==> src/rtl/encoder32_5_drain_pkg.sv <==
// Shared constants and FSM state encoding for the 32-to-5 draining encoder.
package encoder32_5_drain_pkg;

    localparam int REQ_W = 32;
    localparam int IDX_W = 5;

    typedef enum logic [1:0] {
        IDLE = 2'd0,
        SCAN = 2'd1,
        HOLD = 2'd2
    } state_e;

endpackage : encoder32_5_drain_pkg

==> src/rtl/encoder32_5_drain_lsb_find32.sv <==
// Combinational lowest-set-bit finder: isolates the lowest set bit of vec and
// reports its binary index. idx reads 0 when vec is all zero (any = 0).
module lsb_find32
    import encoder32_5_drain_pkg::*;
(
    input  logic [REQ_W-1:0] vec,
    output logic [IDX_W-1:0] idx,
    output logic             any
);

    logic [REQ_W-1:0] onehot;
    logic [IDX_W-1:0] contrib [REQ_W];

    // Two's-complement trick keeps only the lowest set bit.
    assign onehot = vec & (~vec + REQ_W'(1));
    assign any    = |vec;

    generate
        for (genvar gi = 0; gi < REQ_W; gi++) begin : g_contrib
            assign contrib[gi] = onehot[gi] ? IDX_W'(gi) : '0;
        end
    endgenerate

    // At most one contribution is non-zero, so an OR-reduction yields the index.
    always_comb begin
        idx = '0;
        for (int i = 0; i < REQ_W; i++) begin
            idx = idx | contrib[i];
        end
    end

endmodule : lsb_find32

==> src/rtl/encoder32_5_drain.sv <==
// Draining priority encoder: captures a multi-hot request vector and emits the
// indices of its set bits in ascending order over a valid/ready handshake.
module encoder32_5_drain
    import encoder32_5_drain_pkg::*;
#(
    parameter int REQ_W_P = REQ_W,
    parameter int IDX_W_P = IDX_W
) (
    input  logic               clock,
    input  logic               reset,
    input  logic               load,
    input  logic [REQ_W_P-1:0] req,
    output logic               busy,
    output logic               o_valid,
    input  logic               o_ready,
    output logic [IDX_W_P-1:0] o_idx,
    output logic               o_last
);

    state_e             state_q,   state_d;
    logic [REQ_W_P-1:0] pending_q, pending_d;
    logic               valid_q,   valid_d;
    logic [IDX_W_P-1:0] idx_q,     idx_d;
    logic               last_q,    last_d;

    logic [IDX_W_P-1:0] lsb_idx;
    logic               lsb_any;
    logic [REQ_W_P-1:0] pending_cleared;

    lsb_find32 u_lsb (
        .vec (pending_q),
        .idx (lsb_idx),
        .any (lsb_any)
    );

    // Pending mask with the currently selected lowest bit removed.
    assign pending_cleared = pending_q & ~(REQ_W_P'(1) << lsb_idx);

    // State and output registers; reset overrides every other input.
    always_ff @(posedge clock) begin
        if (reset) begin
            state_q   <= IDLE;
            pending_q <= '0;
            valid_q   <= 1'b0;
            idx_q     <= '0;
            last_q    <= 1'b0;
        end else begin
            state_q   <= state_d;
            pending_q <= pending_d;
            valid_q   <= valid_d;
            idx_q     <= idx_d;
            last_q    <= last_d;
        end
    end

    // Next-state logic: capture in IDLE, first grant in SCAN, back-to-back grants in HOLD.
    always_comb begin
        state_d   = state_q;
        pending_d = pending_q;
        valid_d   = valid_q;
        idx_d     = idx_q;
        last_d    = last_q;
        unique case (state_q)
            IDLE: begin
                if (load && (req != '0)) begin
                    pending_d = req;
                    state_d   = SCAN;
                end
            end
            SCAN: begin
                idx_d     = lsb_idx;
                pending_d = pending_cleared;
                valid_d   = 1'b1;
                last_d    = (pending_cleared == '0);
                state_d   = HOLD;
            end
            HOLD: begin
                if (o_ready) begin
                    if (lsb_any) begin
                        idx_d     = lsb_idx;
                        pending_d = pending_cleared;
                        valid_d   = 1'b1;
                        last_d    = (pending_cleared == '0);
                    end else begin
                        idx_d   = '0;
                        valid_d = 1'b0;
                        last_d  = 1'b0;
                        state_d = IDLE;
                    end
                end
            end
            default: begin
                state_d   = IDLE;
                pending_d = '0;
                valid_d   = 1'b0;
                idx_d     = '0;
                last_d    = 1'b0;
            end
        endcase
    end

    assign busy    = (state_q != IDLE);
    assign o_valid = valid_q;
    assign o_idx   = idx_q;
    assign o_last  = last_q;

endmodule : encoder32_5_drain

==> config.mk <==
export PLATFORM = sky130hd
export DESIGN_NAME = encoder32_5_drain
export DESIGN_NICKNAME = d
export VERILOG_FILES = /design/src/rtl/encoder32_5_drain_pkg.sv /design/src/rtl/encoder32_5_drain_lsb_find32.sv /design/src/rtl/encoder32_5_drain.sv
export SDC_FILE = /design/constraint.sdc
export NUM_CORES = 1
export LEC_CHECK = 0
export CORE_MARGIN = 2
export CORE_UTILIZATION = 40
export DETAILED_ROUTE_END_ITERATION = 8
export PLACE_DENSITY_LB_ADDON = 0.15
export SLEW_MARGIN = 20
export SYNTH_ARGS = -nofsm -noshare
export SYNTH_HDL_FRONTEND = slang
export SYNTH_SLANG_ARGS = --single-unit
export TNS_END_PERCENT = 1
==> constraint.sdc <==
create_clock -name clock -period 3.3 [get_ports clock]
set_input_delay 0.33 -clock clock [delete_from_list [all_inputs] [get_ports clock]]
set_output_delay 0.33 -clock clock [all_outputs]
set_load 0.1 [all_outputs]
==> summary.txt <==
Status
  • Status: finished clean

Synth
  • Yosys top cell area share: a little over a quarter
  • Area leader, netlist: dfxtp_1
  • Mapped Cells: approximately 420
  • EDFF count, synth: 0
  • Synth warn: 0
  • Register area share after synthesis: between 20% and 30%
  • Syn Std Cell Area: 3090 um^2
  • Top FF cell, synth: dfxtp_1
  • Top cells by area, synth: dfxtp_1, a21oi_1, nand2_1
  • Post-synth net total: 462
  • Syn avg cell area: roughly 7.3 um^2
  • Post-synth ARST share: 0%
  • Netlist cell types: between 60 and 70
  • #FFs+latches synth: 41

Setup path
  • Worst Path Required: around 3.5 ns
  • Cells along the critical path: or4_1 -> nor3_4 -> buf_4 -> nand3_2 -> o31a_1 -> nor4bb_1 -> nand4_1 -> o41ai_2
  • Worst Setup SP: pending_q[1]$_SDFFE_PP0P_
  • Delay-heaviest family, CP: simple AND/OR/NAND/NOR gates
  • Worst path slowest cell: or4_1
  • CP Buf/Inv Count: 1
  • Max stage delay on crit path: between 0.6 and 0.7 ns
  • WP data arrival: about 3.2 ns
  • Worst setup SP type: flop
  • FF-to-FF Start: pending_q[1]$_SDFFE_PP0P_
  • CP endpoint kind: flop
  • Crit path max fanout: 10
  • WS Path Type: reg -> reg

Die
  • DIE AREA: 8440 um^2
  • Chip Height: 91.9 um
  • Starting density of the core: roughly two fifths
  • Die width: ~92 um
  • # rows: 32
  • IO Count: between 40 and 50
  • Core area: roughly 7600 um^2

Layout
  • Most frequent cells in the layout: nand2_1, a21oi_1, clkdlybuf4s50_1
  • Area Growth Syn to Fin: 20.2%
  • Number of diodes: 0
  • Layout cells sized above 1: about a tenth
  • Final Non-Filler Cells: 551
  • Utilization after layout: about half
  • Commonest non-fill, non-tap cell in the layout: nand2_1
  • Nets: ~500

Clock tree
  • Clock transition at the registers of the reported paths: ~0.09 ns
  • Hold Buf Count CTS: 0
  • CTS tree: done
  • Setup bufs post-CTS: 0
  • Clk_lat worst skew: approximately 0.3 ns
  • H-tree Lvls: 2
  • # resized after CTS: 0
  • Root Buffer: clkbuf_8
  • Total CTS buffers: 5
  • Sink Count: 41
  • Max clock buf depth: 2

Global routing
  • Global-route wire length before repair: between 15000 and 20000 um
  • GRT overflow: 0
  • Initial antenna violation count: 0
  • Largest net degree at the start of global routing: 43
  • Gr usage total: between 20% and 30%
  • Number of global-route vias before repair: about 3300

STA
  • Final min period: 3.01 ns
  • Final period util: between 90% and 100%
  • Final setup TNS: 0 ns
  • Pins Over Slew Limit: 0
  • RSZ-0062 raised after global routing: false
  • Final setup viols: 0
  • Max Clock Skew: 0.00789 ns
  • Worst-margin pin slew: 0.967 ns
  • Max Freq: roughly 330 MHz
  • Worst rel slew slack: a little over a third
  • Final hold viol count: 0

Detailed routing
  • ANT nets after route: 0
  • Detailed Routing Iterations Pass 1: 5
  • Vias per cell: roughly 6.4
  • Drc violations: 0
  • Wire length per cell: slightly above 20 um
  • Final wirelength: approximately 11000 um
  • Initial DRC count: between 300 and 400
  • Vias: 3543

Power and ir drop
  • Power Density: approximately 970 nW/um^2
  • Max VDD drop: ~0.30 mV
  • LEAKAGE: 1.25 nW
  • Total Power: 3.59 mW

Placed design
  • RePlAce Congestion: approximately 0.99
  • Post-DP HPWL: just under 8000 um
  • I/O Buffers: 43
  • Inst Count DP: 543

Hold path
  • Worst Hold Class: reg -> reg
  • HP Start: o_idx[3]$_SDFFE_PP0P_

Job
  • Max cap viols: 0
[registers in the layout (all words and copies together) (netlist names)]
name / count
o_idx: 5
pending_q: 32
o_last: 1
state_q: 2
o_valid: 1
[layout make-up]
cell class	count	area, um^2
clock buffer	5	68.8
clock inverter	3	17.5
fill	792	3890
inverter	13	48.8
multi-input combinational	324	2040
sequential	41	821
tap	102	128
timing repair buffer	63	591
[routing by layer]
metal / global-route usage [%] / routed length, um / up-vias
met5: 0 / 0 / -
met4: 7.84 / 328 / 0
met3: 3.20 / 744 / 29
met2: 42.0 / 4890 / 186
met1: 38.0 / 5190 / 1676
li1: - / - / 1652
[logic make-up (layout without fill, tap and decap cells)]
group / after synthesis / count (layout) / share of synthesized area, %
AND/OR/NAND/NOR: 180 / 180 / 31.6
AO/OA/AOI/OAI: 132 / 132 / 29.9
buffers and inverters: 56 / 84 / 7.65
flip-flops: 41 / 41 / 26.6
adder cells (fa/ha/maj): 9 / 9 / 3.32
multiplexers: 3 / 3 / 1.01
[cell usage after synthesis (7+ instances only)]
library cell	n
nand3_1	9
nor4_1	15
nand4_1	8
a22oi_1	7
inv_1	13
nor2_1	28
nand2_1	48
or3_1	25
nor3_1	17
dfxtp_1	41
clkbuf_1	33
o211ai_1	7
o21ai_0	10
a32oi_1	14
a21oi_1	43
[tightest hold or removal path: stages (launching register included)]
cell     delay (ns)
dfxtp_1        0.32
nand2_1        0.05
a21oi_1        0.05
[report_power, final]
| part | internal [mW] | switching (mW) | total [mW] | leakage (nW) |
|---|---|---|---|---|
| clock | 0.147 | 0.198 | 0.345 | 0.0439 |
| sequential | 0.633 | 0.249 | 0.881 | 0.336 |
| combinational | 0.889 | 1.47 | 2.36 | 0.874 |
| total | 1.67 | 1.92 | 3.59 | 1.25 |
[path summary, 6_finish.rpt]
path / depth (start not counted) / to / slack [ns]
worst max register to register: 8 / o_last$_SDFFE_PP0P_ / 0.29
worst min register to register: 2 / o_idx[3]$_SDFFE_PP0P_ / 0.46
worst max-delay path: 8 / o_last$_SDFFE_PP0P_ / 0.29
worst min-delay path: 2 / o_idx[3]$_SDFFE_PP0P_ / 0.46
[stage by stage]
stage	worst slack [ns]	instance area, um^2	hold WS [ns]
floorplan	0.544	3090	0.480
global placement	0.364	3630	0.439
detailed placement	0.357	3630	0.447
CTS	0.355	3710	0.460
global route	0.137	3710	0.498
finish	0.288	3710	0.457
Note: power is estimated with default switching activity, not from simulation.
